File: config.mk
export PLATFORM = sky130hd
export DESIGN_NAME = snake_game_ctrl_flat
export DESIGN_NICKNAME = d
export VERILOG_FILES = /design/src/rtl/snake_game_ctrl_if.sv /design/src/rtl/snake_game_ctrl.sv /design/src/flat_wrapper.sv
export SDC_FILE = /design/constraint.sdc
export NUM_CORES = 1
export LEC_CHECK = 0
export ABC_AREA = 0
export CELL_PAD_IN_SITES_DETAIL_PLACEMENT = 1
export CELL_PAD_IN_SITES_GLOBAL_PLACEMENT = 1
export CORE_MARGIN = 3
export CORE_UTILIZATION = 49
export CTS_BUF_LIST = sky130_fd_sc_hd__clkbuf_8
export CTS_CLUSTER_DIAMETER = 100
export DETAILED_ROUTE_END_ITERATION = 6
export DONT_BUFFER_PORTS = 1
export PLACE_DENSITY = 0.81
export SLEW_MARGIN = 20
export SYNTH_ARGS = -nofsm -noshare
export SYNTH_HDL_FRONTEND = slang
export SYNTH_SLANG_ARGS = --single-unit
File: constraint.sdc
create_clock -name clk -period 4.2 [get_ports clk]
set_input_delay 0.84 -clock clk [delete_from_list [all_inputs] [get_ports clk]]
set_output_delay 0.84 -clock clk [all_outputs]
set_load 0.005 [all_outputs]
File: src/rtl/snake_game_ctrl_if.sv
`default_nettype none
// ============================================================================
//  Module      : snake_game_ctrl_if
//  Description : Bundles the IR-receiver, snake-engine and display-side
//                signals of the snake game sequencer.
//  Revision    : 1.0 - initial release
// ============================================================================
interface snake_game_ctrl_if;
    logic [31:0] ir_code;
    logic        ir_valid;
    logic        food_eaten;
    logic        game_over;
    logic        step_en;
    logic [31:0] dir_code;
    logic        eng_rst_n;
    logic [1:0]  state;
    logic [15:0] score;
    logic [2:0]  level;

    modport master (
        output ir_code, ir_valid, food_eaten, game_over,
        input  step_en, dir_code, eng_rst_n, state, score, level
    );

    modport slave (
        input  ir_code, ir_valid, food_eaten, game_over,
        output step_en, dir_code, eng_rst_n, state, score, level
    );
endinterface
`default_nettype wire

File: src/rtl/snake_game_ctrl.sv
`default_nettype none
// ============================================================================
//  Module      : snake_game_ctrl
//  Description : Snake game sequencer - IR key decode, IDLE/PLAY/PAUSE/OVER
//                flow, step strobe, direction filter, score and speed level.
//  Revision    : 1.0 - initial release
// ============================================================================
module snake_game_ctrl #(
    parameter int          TICK_START  = 12_500_000,
    parameter int          TICK_DEC    = 1_000_000,
    parameter int          TICK_MIN    = 2_500_000,
    parameter int          FOOD_PER_LV = 4,
    parameter int          MAX_LEVEL   = 7,
    parameter logic [31:0] K_UP        = 32'h20DF6A95,
    parameter logic [31:0] K_DOWN      = 32'h20DFEA15,
    parameter logic [31:0] K_LEFT      = 32'h20DF1AE5,
    parameter logic [31:0] K_RIGHT     = 32'h20DF9A65,
    parameter logic [31:0] K_OK        = 32'h20DF22DD
) (
    input  logic             clk,
    input  logic             reset,
    snake_game_ctrl_if.slave bus
);
    localparam int TW = $clog2(TICK_START + 1);
    localparam int FW = $clog2(FOOD_PER_LV + 1);

    typedef enum logic [1:0] {
        S_IDLE  = 2'b00,
        S_PLAY  = 2'b01,
        S_PAUSE = 2'b10,
        S_OVER  = 2'b11
    } state_t;

    state_t               r_state;
    state_t               w_state_nxt;
    logic [TW-1:0]        r_tick;
    logic [TW-1:0]        r_period;
    logic [TW-1:0]        w_period_nxt;
    logic signed [31:0]   w_period_raw;
    logic [31:0]          r_dir;
    logic [31:0]          r_pend;
    logic                 r_eng_rst_n;
    logic                 r_step_d;
    logic [15:0]          r_score;
    logic [2:0]           r_level;
    logic [FW-1:0]        r_food;
    logic                 w_ok;
    logic                 w_is_dir;
    logic                 w_opposite;
    logic                 w_dir_ok;
    logic                 w_stay_play;
    logic                 w_start;
    logic                 w_step;

    assign w_ok     = bus.ir_valid && (bus.ir_code == K_OK);
    assign w_is_dir = (bus.ir_code == K_UP)   || (bus.ir_code == K_DOWN) ||
                      (bus.ir_code == K_LEFT) || (bus.ir_code == K_RIGHT);

    // Reversal is judged against the direction the engine is moving, not the pending one
    assign w_opposite = ((bus.ir_code == K_UP)    && (r_dir == K_DOWN))  ||
                        ((bus.ir_code == K_DOWN)  && (r_dir == K_UP))    ||
                        ((bus.ir_code == K_LEFT)  && (r_dir == K_RIGHT)) ||
                        ((bus.ir_code == K_RIGHT) && (r_dir == K_LEFT));
    assign w_dir_ok   = bus.ir_valid && w_is_dir && !w_opposite && (r_state == S_PLAY);

    always_comb begin
        w_state_nxt = r_state;
        case (r_state)
            S_IDLE:  if (w_ok) w_state_nxt = S_PLAY;
            S_PLAY: begin
                if (bus.game_over)  w_state_nxt = S_OVER;
                else if (w_ok)      w_state_nxt = S_PAUSE;
            end
            S_PAUSE: if (w_ok) w_state_nxt = S_PLAY;
            S_OVER:  if (w_ok) w_state_nxt = S_PLAY;
            default: w_state_nxt = S_IDLE;
        endcase
    end

    assign w_stay_play = (r_state == S_PLAY) && (w_state_nxt == S_PLAY);
    assign w_start     = ((r_state == S_IDLE) || (r_state == S_OVER)) && (w_state_nxt == S_PLAY);
    // >= so a period that shrinks below the running count still fires on the next cycle
    assign w_step      = !reset && w_stay_play && (r_tick >= (r_period - TW'(1)));

    assign w_period_raw = TICK_START - (TICK_DEC * int'(r_level));

    always_comb begin
        w_period_nxt = TW'(w_period_raw);
        if (w_period_raw < TICK_MIN) w_period_nxt = TW'(TICK_MIN);
    end

    always_ff @(posedge clk) begin
        if (reset) begin
            r_state     <= S_IDLE;
            r_tick      <= '0;
            r_period    <= TW'(TICK_START);
            r_dir       <= K_RIGHT;
            r_pend      <= K_RIGHT;
            r_eng_rst_n <= 1'b0;
            r_step_d    <= 1'b0;
            r_score     <= '0;
            r_level     <= '0;
            r_food      <= '0;
        end else begin
            r_state     <= w_state_nxt;
            r_eng_rst_n <= (w_state_nxt != S_IDLE);
            r_step_d    <= w_step;
            if (w_start) begin
                r_tick   <= '0;
                r_period <= TW'(TICK_START);
                r_dir    <= K_RIGHT;
                r_pend   <= K_RIGHT;
                r_score  <= '0;
                r_level  <= '0;
                r_food   <= '0;
            end else begin
                r_period <= w_period_nxt;
                if (w_stay_play) r_tick <= w_step ? '0 : (r_tick + TW'(1));
                if (w_step)      r_dir  <= r_pend;
                if (w_dir_ok)    r_pend <= bus.ir_code;
                // Engine reports food the cycle after it moved
                if (r_step_d && bus.food_eaten) begin
                    if (r_score != 16'hFFFF) r_score <= r_score + 16'd1;
                    if (r_food == FW'(FOOD_PER_LV - 1)) begin
                        r_food <= '0;
                        if (r_level < 3'(MAX_LEVEL)) r_level <= r_level + 3'd1;
                    end else begin
                        r_food <= r_food + FW'(1);
                    end
                end
            end
        end
    end

    assign bus.step_en   = w_step;
    assign bus.dir_code  = r_dir;
    assign bus.eng_rst_n = r_eng_rst_n;
    assign bus.state     = r_state;
    assign bus.score     = r_score;
    assign bus.level     = r_level;

endmodule
`default_nettype wire

File: src/flat_wrapper.sv
// flat-port wrapper written by rule: the top's interface ports become plain ports
module snake_game_ctrl_flat 
#(
    parameter int          TICK_START  = 12_500_000,
    parameter int          TICK_DEC    = 1_000_000,
    parameter int          TICK_MIN    = 2_500_000,
    parameter int          FOOD_PER_LV = 4,
    parameter int          MAX_LEVEL   = 7,
    parameter logic [31:0] K_UP        = 32'h20DF6A95,
    parameter logic [31:0] K_DOWN      = 32'h20DFEA15,
    parameter logic [31:0] K_LEFT      = 32'h20DF1AE5,
    parameter logic [31:0] K_RIGHT     = 32'h20DF9A65,
    parameter logic [31:0] K_OK        = 32'h20DF22DD
)
  (clk, reset, bus_ir_code, bus_ir_valid, bus_food_eaten, bus_game_over, bus_step_en, bus_dir_code, bus_eng_rst_n, bus_state, bus_score, bus_level);
  snake_game_ctrl_if bus_i ();
  input  logic clk;
  input  logic reset;
  input wire logic [$bits(bus_i.ir_code)-1:0] bus_ir_code;
  input wire logic [$bits(bus_i.ir_valid)-1:0] bus_ir_valid;
  input wire logic [$bits(bus_i.food_eaten)-1:0] bus_food_eaten;
  input wire logic [$bits(bus_i.game_over)-1:0] bus_game_over;
  output wire logic [$bits(bus_i.step_en)-1:0] bus_step_en;
  output wire logic [$bits(bus_i.dir_code)-1:0] bus_dir_code;
  output wire logic [$bits(bus_i.eng_rst_n)-1:0] bus_eng_rst_n;
  output wire logic [$bits(bus_i.state)-1:0] bus_state;
  output wire logic [$bits(bus_i.score)-1:0] bus_score;
  output wire logic [$bits(bus_i.level)-1:0] bus_level;
  assign bus_i.ir_code = bus_ir_code;
  assign bus_i.ir_valid = bus_ir_valid;
  assign bus_i.food_eaten = bus_food_eaten;
  assign bus_i.game_over = bus_game_over;
  assign bus_step_en = bus_i.step_en;
  assign bus_dir_code = bus_i.dir_code;
  assign bus_eng_rst_n = bus_i.eng_rst_n;
  assign bus_state = bus_i.state;
  assign bus_score = bus_i.score;
  assign bus_level = bus_i.level;
  snake_game_ctrl #(.TICK_START(TICK_START), .TICK_DEC(TICK_DEC), .TICK_MIN(TICK_MIN), .FOOD_PER_LV(FOOD_PER_LV), .MAX_LEVEL(MAX_LEVEL), .K_UP(K_UP), .K_DOWN(K_DOWN), .K_LEFT(K_LEFT), .K_RIGHT(K_RIGHT), .K_OK(K_OK)) u_core (.clk(clk), .reset(reset), .bus(bus_i));
endmodule
==> flow_summary.ini, run 1 <==
[yosys]
synth_edf_count = 0
synth.net_count = 778
synth.ff_latch_count = 130
synth_common_cells = dfxtp_1, nand2_1, a21oi_1
ys_seq_area_share_pct = 42.85
synthCells = 704
syn_avg_cell_area_um2 = 8.627
syn_area_um2 = 6073
synth_cell_types = 63
synth_top_area_cell = dfxtp_1
synth_top_area_share_pct = 42.85
synth_area_leaders = dfxtp_1, ha_1, nand2_1
ys.flop_type = dfxtp_1
ys_warn_count = 0
async_reset_ff_share_pct = 0
synth_most_common_cell = dfxtp_1

[global_routing]
grt_pass1_vias = 5333
met3_usage_pct = 7.859
antenna_found_initial = 0
grt_pass1_wl_um = 26480
overflow = 0
use_met2_pct = 39.78
grt.total_usage_pct = 23.22
grt_use_met1_pct = 27.88
grt_max_degree = 42
top_usage_layer = met2

[clocking]
clk-insertion-delay-late_ps = 450
cts_tree = done
htree_num_levels = 4
numCtsBuffers = 17
cts-root-buf = clkbuf_8
cts_hold_buffers = 0
clk_pin_slew_ps = 70
cts.sinks = 130
postCtsResizedCells = 0
post_cts_buffers = 0
clock_path_buffers = 2

[place]
port_buffers = 0
gp_congestion = 0.8710
hpwl_um = 10890
post_dp_cell_area_um2 = 6191
place_inst = 852

[sta]
finalWorstPathRequiredPeriod_ps = 3600
fin_skew_ps = 12.24
rsz0062_at_grt = false
hold_viol_final = 0
tightest_slew_ps = 866.0
fin_crit_sh_pct = 85.73
fmax_ghz = 0.2777
finalSetupViolations = 0
relSlewSlack_pct = 42.06
slew_violations = 0
fin_tns_setup_ps = 0

[power]
power.leakage_nw = 2.667
ir_drop_mv = 0.2825
powerDensity_nw_per_um2 = 355.9

[route]
vias_per_cell = 5.658
wl_um = 15520
dr.pass1.iters = 4
ant_nets = 0
wl_per_cell_um = 17.58
vias = 4996
dr.first_iter.drc_count = 212
drcViolationCount = 0

[critical_path]
worstPathCellList = inv_1, fa_1, inv_1, ha_1, o21a_1, nor3_1, a2bb2oi_1, o2111ai_1, nor2b_1, o21ai_0
crit_family = compound AO/OA/AOI/OAI gates
cp.arrival_ps = 3910
start_kind = flop
worstPathMaxFanout = 11
cp_common_cell = inv_1
cpPeakStageDelay_ps = 620
endpoint_kind = flop
path_buf_inv = 2
critPathKind = reg2reg
crit_slowest_cell = fa_1
cp.required_ps = 4510

[hold_path]
hold_class = in2reg

[final_layout]
drive_gt1_share_pct = 6.993
stdcell_count = 883
antenna_cells = 0
fillers = 1453
design_area_um2 = 6586
fin_nets = 777
syn2layout_area_growth_pct = 8.447

[floorplan]
rows = 40
io_pins = 92
dieArea_um2 = 13770
start_util_pct = 50.35
core_area_um2 = 12060
chipWidth_um = 117.3
die_y_um = 117.3

[run_status]
status = finished, final reports clean

[run]
max_cap_violations = 0
-- path summary, 6_finish.rpt --
path,from,endpoint,slack (ps),cells past startpoint
worst max-delay path,u_core.bus.level[1],u_core.r_period[15],600,10
worst min-delay path,reset,u_core.bus.state[0],450,1
worst max register to register,u_core.bus.level[1],u_core.r_period[15],600,10
worst min register to register,u_core.r_pend[0],u_core.r_pend[0],450,1
-- routing by layer --
layer,wire (um),up-vias
li1,-,2446
met1,6747,2426
met2,7733,106
met3,855,18
met4,184,0
met5,0,-
-- stage by stage --
| step | utilization [%] | hold WS (ps) | setup WS [ps] | power [mW] |
|---|---|---|---|---|
| 6_report | 54.61 | 451.9 | 599.5 | 2.344 |
| 5_1_grt | 54.61 | 418.7 | 295.9 | 2.429 |
| 4_1_cts | 54.61 | 422.4 | 637.1 | 2.368 |
| 3_5_place_dp | 51.33 | 433.2 | 662.1 | 1.305 |
| 3_3_place_gp | 51.33 | 428.1 | 967.5 | 1.302 |
| 2_1_floorplan | - | 415.8 | 1125 | 1.297 |
-- cells in the final DEF, fill, tap and decap left out, types with 6 or more instances in the layout --
cell type	count
nor2b_1	9
clkbuf_8	19
inv_1	30
nand2b_1	6
a21oi_1	61
nor3_1	13
mux2i_1	6
nand2_1	99
o21ai_0	28
dfxtp_1	130
nor2_1	60
nor4_1	11
ha_1	35
xor2_1	19
nand3_1	28
buf_4	8
or3_1	17
and3_1	9
nand4_1	17
and2_1	15
xnor2_1	11
-- sequential cells by signal (all words and copies together), names as in the netlist --
signal / flops
u_core.bus.dir_code: 32
u_core.bus.state: 2
u_core.r_period: 16
u_core.bus.level: 3
u_core.bus.eng_rst_n: 1
u_core.r_pend: 32
u_core.r_food: 3
u_core.r_tick: 24
u_core.r_step_d: 1
u_core.bus.score: 16
-- report_power, final --
| group | internal (mW) | leakage [nW] | switching (mW) |
|---|---|---|---|
| clock network | 0.556 | 0.198 | 0.511 |
| logic | 0.0124 | 1.42 | 0.0269 |
| registers | 1.23 | 1.05 | 0.00349 |
-- logic make-up after synthesis --
logic type,after synthesis,synth area share (%)
xor+xnor,31,4.697
fa+ha+maj,38,8.035
mux,6,0.9889
buf+inv,58,4.491
simple gates,314,26.47
compound gates,127,12.46
flops,130,42.85
-- final cells by class --
class	instances	area, um2	area share [%]
clock buffers	19	261.5	3.970
clock inverters	12	133.9	2.033
inverters	30	112.6	1.710
multi-input cells	516	3206	48.67
flip-flops and latches	130	2603	39.51
well taps	168	210.2	3.191
repair buffers	8	60.06	0.9119
No activity file was read; power rests on OpenSTA's default activity.
==> inputs of run 2 (changes only) <==
==> constraint.sdc (replaced) <==
create_clock -name clk -period 3.6 [get_ports clk]
set_input_delay 0.72 -clock clk [delete_from_list [all_inputs] [get_ports clk]]
set_output_delay 0.72 -clock clk [all_outputs]
set_load 0.005 [all_outputs]
==> run 2 against run 1 <==
Core utilization increased by 0.48 points. Sequential share of layout area down 0.34 points. Clock skew shrank 3.9 ps. Sequential power up 16%. Final area up 0.87%. Hold slack worse by 110 ps. Combinational power grew 19%. Via count rose by 1.5%. Register-to-register slack got worse by 350 ps. Flip-flop and latch count did not move. Total power grew 20%. Critical path depth is 1 lower.
==> flow_summary.ini, run 2 (same netlist as run 1, synthesis figures left out) <==
[run_status]
status = finished, final reports clean

[critical_path]
worstPathMaxFanout = 9
reg2reg_slack_ps = 250
cp.required_ps = 3920
cp.arrival_ps = 3670
crit_family = adder cells
critPathKind = reg2reg
cpPeakStageDelay_ps = 650
path_buf_inv = 2
endpoint_kind = flop
rr_worst_depth = 9
r2r-start = u_core.bus.level[0]
crit_slowest_cell = fa_1
cp.depth = 9
worstPathCellList = inv_1, fa_1, inv_1, maj3_1, a2111o_1, a21oi_1, o2111ai_2, nor2b_2, o21ai_0
cp_common_cell = inv_1
rr_endpoint = u_core.r_period[11]
start_kind = flop

[hold_path]
hold_class = in2reg
holdPathStages = 1
hold_start = reset
whs_endpoint = u_core.bus.state[0]

[power]
ir_drop_mv = 0.3009
power.share.switching_pct = 21.20
intPower_mw = 2.214
switchingPower_uw = 595.5
power.leakage_nw = 2.705
powerDensity_nw_per_um2 = 422.8
power_frac_comb_pct = 1.7
power_frac_seq_pct = 51.4
total_power_mw = 2.809
clkPwrFrac_pct = 47.0

[sta]
fin_tns_setup_ps = 0
finalSetupViolations = 0
whs_ps = 339.3
finalWorstPathRequiredPeriod_ps = 3355
hold_viol_final = 0
relSlewSlack_pct = 44.32
tightest_slew_ps = 827.6
fmax_ghz = 0.2981
fin_crit_sh_pct = 93.18
finalWorstSetupSlack_ps = 245.3
rsz0062_at_grt = false
slew_violations = 0
fin_skew_ps = 8.341

[route]
drcViolationCount = 0
wl_per_cell_um = 17.32
wl_um = 15330
vias = 5069
vias_per_cell = 5.728
dr.first_iter.drc_count = 271
dr.pass1.iters = 6
ant_nets = 0

[global_routing]
antenna_found_initial = 0
grt.total_usage_pct = 22.77
grt_pass1_wl_um = 25880
grt_max_degree = 44
overflow = 0
grt_pass1_vias = 5283

[clocking]
clk_pin_slew_ps = 70
numCtsBuffers = 17
clock_path_buffers = 2
htree_num_levels = 4
clk-insertion-delay-late_ps = 440
cts.sinks = 130
post_cts_buffers = 0
postCtsResizedCells = 0
cts-root-buf = clkbuf_8
cts_tree = done
cts_hold_buffers = 0

[floorplan]
io_pins = 92
chipWidth_um = 117.3
die_y_um = 117.3
rows = 40
start_util_pct = 50.35
dieArea_um2 = 13770
core_area_um2 = 12060

[run]
max_cap_violations = 0

[final_layout]
stdcell_count = 885
design_area_um2 = 6644
fillers = 1457
drive_gt1_share_pct = 7.252
syn2layout_area_growth_pct = 9.394
final_common_cell = dfxtp_1
antenna_cells = 0
mostFrequentLayoutCells = dfxtp_1, nand2_1, a21oi_1, nor2_1, ha_1
fin_nets = 779
final_core_util_pct = 55.08

[place]
hpwl_um = 11030
place_inst = 854
gp_congestion = 0.8113
dp_slack_ps = 129.3
port_buffers = 0
post_dp_cell_area_um2 = 6206
-- run 2: changes by cell type in the layout (fill, tap and decap cells not counted), moves of 2 or more --
cell / change
buf_4: +2
bufinv_16: +2
clkinv_4: -3
inv_1: +4
-- run 2: area by class of cell --
type	instances	area [um2]	area share [%]
clock buffers	18	247.7	3.729
clock inverters	13	170.2	2.561
inverters	30	112.6	1.695
multi-input cells	516	3226	48.55
flip-flops and latches	130	2603	39.17
well taps	168	210.2	3.164
repair buffers	10	75.07	1.130
-- run 2: power groups by stage --
stage	registers (mW)	logic, mW	clock network, mW
after CTS	1.44	0.0476	1.35
after detailed placement	1.48	0.0467	0
final	1.44	0.0468	1.32
after floorplan	1.48	0.0379	0
after global routing	1.44	0.0527	1.42
after global placement	1.48	0.0451	0
-- run 2: routing by layer --
metal / vias up / global-route usage, % / share of wire [%]
met1: 2487 / 26.99 / 43
met2: 107 / 38.98 / 51
met5: - / 0 / 0
met4: 0 / 7.405 / 0.93
li1: 2457 / - / -
met3: 18 / 7.522 / 5.0
-- run 2: how the worst max path moves through the flow --
stage | start | end | slack [ps]
final | u_core.bus.level[0] | u_core.r_period[11] | 250
after global routing | u_core.bus.level[0] | u_core.r_period[11] | 30
after CTS | u_core.bus.level[0] | u_core.r_period[11] | 80
after detailed placement | u_core.bus.level[0] | u_core.r_period[11] | 130
after global placement | u_core.bus.level[0] | u_core.r_period[15] | 370
after floorplan | u_core.bus.level[1] | u_core.r_period[7] | 610
